**src/rtl/dec_echo_scheduler.sv**
```systemverilog
// Echo scheduler: buffers UART rx bytes, drives the decimal converter,
// then streams the resulting ASCII digits (plus separator) to the UART tx.
module dec_echo_scheduler #(
  parameter int unsigned FIFO_DEPTH     = 4,
  parameter bit          SEND_SEP       = 1'b1,
  parameter logic [7:0]  SEP_CHAR       = 8'h20,
  parameter bit          SUPPRESS_ZEROS = 1'b0
) (
  input  logic        clk,
  input  logic        rst,
  input  logic [7:0]  rx_data,
  input  logic        rx_done,
  output logic [7:0]  conv_char,
  output logic        conv_go,
  input  logic [23:0] conv_ascii,
  output logic [7:0]  tx_data,
  output logic        tx_start,
  input  logic        tx_busy,
  output logic        overflow,
  output logic        idle
);

  localparam int unsigned AW =
    (FIFO_DEPTH > 1) ? $clog2(FIFO_DEPTH) : 1;
  localparam logic [AW:0] DEPTH_C =
    (AW+1)'(FIFO_DEPTH);
  localparam logic [1:0]  LAST_IDX =
    SEND_SEP ? 2'd3 : 2'd2;
  localparam logic [7:0]  ZERO_C = 8'h30;

  typedef enum logic [2:0] {
    S_IDLE,
    S_CONV,
    S_LOAD,
    S_SEND,
    S_TXW,
    S_TXD
  } state_e;

  state_e        state_q, state_d;
  logic [7:0]    mem_q [FIFO_DEPTH];
  logic [AW-1:0] wr_ptr_q, wr_ptr_d;
  logic [AW-1:0] rd_ptr_q, rd_ptr_d;
  logic [AW:0]   cnt_q, cnt_d;
  logic [23:0]   dig_q, dig_d;
  logic [1:0]    idx_q, idx_d;
  logic [7:0]    conv_char_q, conv_char_d;
  logic          conv_go_q, conv_go_d;
  logic [7:0]    tx_data_q, tx_data_d;
  logic          tx_start_q, tx_start_d;
  logic          ovf_q, ovf_d;
  logic          idle_q, idle_d;

  logic       full;
  logic       empty;
  logic       push;
  logic       pop;
  logic [1:0] first_idx;

  function automatic logic [7:0] char_at(
    input logic [23:0] d,
    input logic [1:0]  i
  );
    logic [7:0] c;
    unique case (i)
      2'd0:    c = d[23:16];
      2'd1:    c = d[15:8];
      2'd2:    c = d[7:0];
      default: c = SEP_CHAR;
    endcase
    return c;
  endfunction

  // Fullness uses the pre-pop count: a same-cycle pop never makes room.
  assign full  = (cnt_q == DEPTH_C);
  assign empty = (cnt_q == '0);
  assign push  = rx_done && !full;
  assign pop   = (state_q == S_IDLE) && !empty;

  always_comb begin
    first_idx = 2'd0;
    if (SUPPRESS_ZEROS) begin
      if (conv_ascii[23:16] == ZERO_C) begin
        first_idx = 2'd1;
        if (conv_ascii[15:8] == ZERO_C) begin
          first_idx = 2'd2;
        end
      end
    end
  end

  always_comb begin
    wr_ptr_d = wr_ptr_q;
    rd_ptr_d = rd_ptr_q;
    if (push) begin
      wr_ptr_d = wr_ptr_q + AW'(1);
    end
    if (pop) begin
      rd_ptr_d = rd_ptr_q + AW'(1);
    end
    cnt_d = cnt_q
          + (AW+1)'(push)
          - (AW+1)'(pop);
    ovf_d = rx_done && full;
  end

  always_comb begin
    state_d     = state_q;
    dig_d       = dig_q;
    idx_d       = idx_q;
    conv_char_d = conv_char_q;
    conv_go_d   = 1'b0;
    tx_data_d   = tx_data_q;
    tx_start_d  = 1'b0;
    unique case (state_q)
      S_IDLE: begin
        if (!empty) begin
          conv_char_d = mem_q[rd_ptr_q];
          conv_go_d   = 1'b1;
          state_d     = S_CONV;
        end
      end
      S_CONV: begin
        state_d = S_LOAD;
      end
      S_LOAD: begin
        dig_d = conv_ascii;
        idx_d = first_idx;
        // Fire the first char straight away when tx is free.
        if (!tx_busy) begin
          tx_data_d  = char_at(conv_ascii, first_idx);
          tx_start_d = 1'b1;
          state_d    = S_TXW;
        end else begin
          state_d = S_SEND;
        end
      end
      S_SEND: begin
        if (!tx_busy) begin
          tx_data_d  = char_at(dig_q, idx_q);
          tx_start_d = 1'b1;
          state_d    = S_TXW;
        end
      end
      S_TXW: begin
        if (tx_busy) begin
          state_d = S_TXD;
        end
      end
      S_TXD: begin
        if (!tx_busy) begin
          if (idx_q == LAST_IDX) begin
            state_d = S_IDLE;
          end else begin
            idx_d   = idx_q + 2'd1;
            state_d = S_SEND;
          end
        end
      end
      default: begin
        state_d = S_IDLE;
      end
    endcase
    idle_d = (state_d == S_IDLE) && (cnt_d == '0);
  end

  always_ff @(posedge clk) begin
    if (push) begin
      mem_q[wr_ptr_q] <= rx_data;
    end
  end

  always_ff @(posedge clk) begin
    if (rst) begin
      state_q     <= S_IDLE;
      wr_ptr_q    <= '0;
      rd_ptr_q    <= '0;
      cnt_q       <= '0;
      dig_q       <= '0;
      idx_q       <= '0;
      conv_char_q <= '0;
      conv_go_q   <= 1'b0;
      tx_data_q   <= '0;
      tx_start_q  <= 1'b0;
      ovf_q       <= 1'b0;
      idle_q      <= 1'b1;
    end else begin
      state_q     <= state_d;
      wr_ptr_q    <= wr_ptr_d;
      rd_ptr_q    <= rd_ptr_d;
      cnt_q       <= cnt_d;
      dig_q       <= dig_d;
      idx_q       <= idx_d;
      conv_char_q <= conv_char_d;
      conv_go_q   <= conv_go_d;
      tx_data_q   <= tx_data_d;
      tx_start_q  <= tx_start_d;
      ovf_q       <= ovf_d;
      idle_q      <= idle_d;
    end
  end

  assign conv_char = conv_char_q;
  assign conv_go   = conv_go_q;
  assign tx_data   = tx_data_q;
  assign tx_start  = tx_start_q;
  assign overflow  = ovf_q;
  assign idle      = idle_q;

endmodule

```
**config.mk**
```make
export PLATFORM = sky130hd
export DESIGN_NAME = dec_echo_scheduler
export DESIGN_NICKNAME = d
export VERILOG_FILES = /design/src/rtl/dec_echo_scheduler.sv
export SDC_FILE = /design/constraint.sdc
export NUM_CORES = 1
export LEC_CHECK = 0
export BUFFER_PORTS_ARGS = -buffer_cell sky130_fd_sc_hd__buf_2
export CELL_PAD_IN_SITES_DETAIL_PLACEMENT = 0
export CELL_PAD_IN_SITES_GLOBAL_PLACEMENT = 1
export CORE_MARGIN = 3
export CORE_UTILIZATION = 47
export CTS_CLUSTER_SIZE = 28
export DETAILED_ROUTE_END_ITERATION = 16
export PLACE_DENSITY_LB_ADDON = 0.08
export RECOVER_POWER = 50
export SKIP_CTS_REPAIR_TIMING = 1
export SLEW_MARGIN = 30
export SYNTH_ARGS = -nofsm -noshare
export SYNTH_HDL_FRONTEND = slang
export SYNTH_SLANG_ARGS = --single-unit
```
**constraint.sdc**
```tcl
create_clock -name clk -period 7.2 [get_ports clk]
set_input_delay 0.72 -clock clk [delete_from_list [all_inputs] [get_ports clk]]
set_output_delay 0.72 -clock clk [all_outputs]
set_load 0.01 [all_outputs]
```
* Word level (Yosys, flattened, before mapping)
Memories as Yosys holds them, arrays and structs flattened. A register that Yosys moved wholly into a read port is not among the register bits.
Index checks and enable logic that the tools add are counted.
** Operators by class
- $add $sub $neg :: 5
- Eq/ne operators :: 13
- Muxes and demuxes :: 18
- Bitwise operators :: 3
- Reductions and logical operators :: 19
** Operators by type and width (count)
- $pmux 8 s3 :: 1
- $pmux 3 s6 :: 1
- $mux 8 :: 2
- $pmux 8 s2 :: 1
- $mux 3 :: 5
- $logic_not 3->1 :: 4
- $eq 3x3->1 const B :: 3
- $ne 2x2->1 const B :: 4
- $add 2x1->2 const B :: 3
- $eq 3x2->1 const B :: 2
- $mux 2 :: 3
- $reduce_and 3->1 :: 2
- $reduce_or 2->1 :: 3
- $eq 2x2->1 const B :: 2
- $logic_and 1x1->1 :: 4
- $mux 1 :: 4
- $pmux 2 s2 :: 1
- $reduce_bool 2->1 :: 2
- $add 3x1->3 :: 1
- $eq 3x1->1 const B :: 1
- $not 1->1 :: 3
- $sub 3x1->3 :: 1
- $eq 2x1->1 const B :: 1
- $logic_not 1->1 :: 2
- 2 further kinds :: 2
** Word-level totals
- Register bits :: 48
- RAM bits :: 32
- Output and inout bits :: 20
- Logic and storage cells :: 70
- Memories kept :: 1
** Memories
- mem_q :: depth 4, width 8, read ports 1, clocked after memory_dff 1, write ports 1, line 41 : logic [7:0] mem_q [FIFO_DEPTH];

* Longest topological paths before layout
- Word-level depth :: 7
- Mapped depth :: 13

* Worst setup path before layout
OpenSTA, ideal clock, no wires.
- Path kind :: reg2reg
- Start :: reg state_q[1]
- End :: reg idle_q, in the netlist idle
- Setup time :: 0.060 ns
- Arrival time :: 2.642 ns
- Required time :: 7.140 ns
- Slack :: 4.498 ns
- Stages on the path, launching flop included :: 14
- Buffers on the path :: 2
- Period minus slack after synthesis :: 2.702 ns
- Cells stage by stage :: dfxtp_1 -> clkbuf_2 -> nor3_1 -> clkbuf_1 -> nand2_1 -> inv_1 -> ha_1 -> inv_1 -> ha_1 -> inv_1 -> fa_1 -> xor3_1 -> a2111oi_0 -> a41o_1
** On the way
- Longest elaborated chain between the ends :: 5
- Elaborated cells on any way between the ends :: 16
- Those cells by class :: add/sub (1); eq/ne (5); mux (5); reduce/logical (5)
** RTL lines
- start: declaration :: line 40 : state_e state_q, state_d;
- start signal: assignment :: line 188 : state_q <= state_d;
- $logic_not 3->1 :: line 78 : assign pop = (state_q == S_IDLE) && !empty;
- $logic_and 1x1->1 :: line 78
- named net pop :: line 57 : logic pop;
- $sub 3x1->3 :: line 103 : - (AW+1)'(pop);
- $logic_not 3->1 :: line 164 : idle_d = (state_d == S_IDLE) && (cnt_d == '0);
- $logic_and 1x1->1 :: line 164
- end signal: assignment :: line 199 : idle_q <= idle_d;
- end: declaration :: line 52 : logic idle_q, idle_d;
The timed path passes the listed nets, and every way through them passes these cells.
A chain may end at the register's enable or synchronous reset.

* Final worst setup path
- Start :: reg state_q[0]
- End :: reg idle_q, in the netlist idle
Same word-level chain as after synthesis.

==> run_results.csv <==
group,metric,value,unit
run,cap_violations,1,
synth,synth-simple-area-share,0.1488,
timing,hold_viol_final,0,
timing,fmax,313.8,MHz
floorplanning,dieArea,8856,um^2
synth,syn_area,3648,um^2
place,portBuffers,55,
detailed_routing,top_layer_used,"met4",
timing,setup_ws,4013,ps
clock_tree,clock_sinks,88,
floorplanning,initial_utilization,0.4925,
floorplanning,ios,56,
floorplanning,core-area,7408,um^2
global_routing,grt_max_degree,57,
synth,ys.flop_type,"dfxtp_1",
place,dp_slack,4218,ps
floorplanning,die_y,94.11,um
detailed_routing,via_per_inst,5.375,
timing,period_needed,3187,ps
worst_setup_path,worst-setup-path-type,"reg -> reg",
pwr,total_leakage_power,1.451,nW
pwr,p_per_area,336.2,nW/um^2
timing,tightest_slew,1771,ps
timing,slew_violations,16,
synth,synth.mux.area_fraction,0.04938,
synth,ys_seq_area_frac,0.5706,
synth,synthAdderAreaFrac,0.03978,
global_routing,overflow,0,
final_layout,drive_gt1_frac,0.1658,
detailed_routing,drt_iter0_markers,132,
clock_tree,htree_num_levels,3,
detailed_routing,drc,0,
floorplanning,dieWidth,94.11,um
worst_hold_path,hold_path_class,"reg -> reg",
final_layout,final_util,0.5528,
worst_setup_path,crit_arrival,3470,ps
pwr,p_total,1.377,mW
worst_setup_path,worst_setup_path_end_kind,"flip-flop",
worst_setup_path,cp.required,7490,ps
pwr,ir_drop,0.0001790,V
place,place_inst,469,
synth,synth_nets,387,
final_layout,fillers,687,
clock_tree,path_clk_slew,90,ps
detailed_routing,vias,2607,
clock_tree,cts_tree,"done",
detailed_routing,wl_met2,3741,um
detailed_routing,dr_wl_met3,306,um
worst_setup_path,cp_max_fo,17,
timing,fin_crit_sh,0.4426,
detailed_routing,ant_nets,0,
synth,yosys.cell_types.count,38,
place,post-dp-hpwl,4997,um
floorplanning,row_count,31,
detailed_routing,met1_length,3305,um
synth,synthArstFlopShare,0,
global_routing,first_global_vias,2531,
clock_tree,cts_buffers,9,
timing,finClkSkew,11.38,ps
final_layout,area_delta_synth_final,12.24,%
detailed_routing,drt-pass1-iter-count,5,
place,place_congestion,0.7308,
timing,setup_tns,0,ps
run_status,violations,"max-capacitance violations, max-slew violations",
synth,synth_xor_area_frac,0.006516,
timing,max_slew_margin,-0.1834,
timing,setup_viol,0,
run_status,outcome,"finished, violations left",
final_layout,final_cells,485,
global_routing,grt_antenna_before_repair,0,
global_routing,grt_pass1_wl,11990,um
synth,synth_warnings,0,
final_layout,finalNetCount,428,
worst_setup_path,startpoint_type,"flip-flop",
clock_tree,root_buffer,"clkbuf_8",
clock_tree,clkLatencyLatePin,350,ps
synth,synth_compound_area_frac,0.1372,
synth,ys_ff_latch,88,
clock_tree,clk_path_buf_depth,2,
synth,synth_top_family_by_area,"simple AND/OR/NAND/NOR gates",
detailed_routing,routed_wl,7421,um
timing,rsz0062_at_grt,"false",
synth,avgSynthCellArea,10.73,um^2
synth,netlist_instances,340,
synth,synth_edf_count,32,
detailed_routing,wl_per_cell,15.30,um
final_layout,num_antenna_cells,0,
global_routing,grt.total_usage,0.1758,
## registers in the layout, indices dropped and copies added, names as in the netlist
register	flops
dig_q	24
mem_q	32
overflow	1
idle	1
idx_q	2
state_q	3
tx_start	1
tx_data	8
cnt_q	3
wr_ptr_q	2
conv_go	1
rd_ptr_q	2
conv_char	8
## report_power, final
group          total [mW]  internal (mW)  leakage (nW)  switching [mW]
registers           0.677          0.604         0.749          0.0734
logic               0.394          0.168         0.615           0.226
clock network       0.306          0.128        0.0862           0.178
## Yosys cell counts (2+ instances only)
| library cell | number | area share |
|---|---|---|
| dfxtp_1 | 56 | 0.31 |
| nand2_1 | 53 | 0.055 |
| a21oi_1 | 41 | 0.056 |
| edfxtp_1 | 32 | 0.26 |
| inv_1 | 17 | 0.017 |
| clkbuf_1 | 15 | 0.015 |
| nor2_1 | 12 | 0.012 |
| nand3_1 | 11 | 0.015 |
| o21ai_0 | 11 | 0.015 |
| ha_1 | 10 | 0.034 |
| nor3_1 | 9 | 0.012 |
| a222oi_1 | 8 | 0.022 |
| mux4_2 | 8 | 0.049 |
| o221a_2 | 7 | 0.022 |
| buf_2 | 6 | 0.0082 |
| buf_1 | 5 | 0.0051 |
| and3_1 | 4 | 0.0069 |
| nor2b_1 | 4 | 0.0069 |
| nand2b_1 | 3 | 0.0051 |
| or3b_2 | 3 | 0.0072 |
| or4_1 | 3 | 0.0062 |
| a21o_1 | 2 | 0.0041 |
| nand3b_1 | 2 | 0.0041 |
| nor3b_2 | 2 | 0.0069 |
| o311ai_0 | 2 | 0.0048 |
| or3_1 | 2 | 0.0034 |
## final timing paths
kind / startpoint / endpoint / slack, ps / cells after the start
worst max register to register: state_q[0]$_SDFF_PP0_ / idle$_SDFF_PP1_ / 4010 / 12
worst max-delay path: state_q[0]$_SDFF_PP0_ / idle$_SDFF_PP1_ / 4010 / 12
worst min register to register: dig_q[22]$_SDFFE_PP0N_ / dig_q[22]$_SDFFE_PP0N_ / 460 / 2
worst min-delay path: dig_q[22]$_SDFFE_PP0N_ / dig_q[22]$_SDFFE_PP0N_ / 460 / 2
## worst max-delay path, cell delays in order (launching register included)
cell	delay, ps
dfxtp_1	500
nor3_1	240
clkbuf_1	390
nand2_1	170
inv_1	90
ha_1	220
inv_1	50
ha_1	130
inv_1	40
fa_1	370
xor3_1	200
a2111oi_0	500
a41o_1	230
## cells in the final DEF (no fill, tap or decap), types with 4 or more instances in the layout
master,n
nor3_1,8
nand3_1,11
edfxtp_1,32
o21ai_0,11
mux4_2,8
inv_1,17
a21oi_1,41
nand2_1,53
nor2b_1,4
clkbuf_8,9
o221a_2,7
clkbuf_1,29
dfxtp_1,56
buf_2,26
ha_1,10
nor2_1,12
and3_1,4
a222oi_1,8
## layout make-up
cell class / instances / area, um^2 / share of cell area
timing repair buffer: 57 / 254.0 / 0.06202
multi-input combinational: 208 / 1393 / 0.3401
clock inverter: 7 / 55.05 / 0.01344
sequential: 88 / 2082 / 0.5084
inverter: 17 / 63.81 / 0.01558
tap: 99 / 123.9 / 0.03025
clock buffer: 9 / 123.9 / 0.03025
## logic make-up after synthesis
logic type | after synthesis
xor+xnor | 1
buf+inv | 44
simple gates | 111
mux | 8
compound gates | 77
flops | 88
fa+ha+maj | 11
## stage by stage
stage / hold WS (ps) / area [um^2]
after global routing: 484.3 / 4095
after detailed placement: 448.1 / 3955
after global placement: 442.4 / 3953
final: 458.2 / 4095
after CTS: 460.2 / 4134
after floorplan: 435.7 / 3649
## routing by layer
layer / up-vias / GRT usage
met5: - / 0
met4: 0 / 0.07581
met3: 6 / 0.03526
met2: 55 / 0.2963
met1: 1244 / 0.2184
li1: 1302 / -
Power figures use the tool's default switching activity.
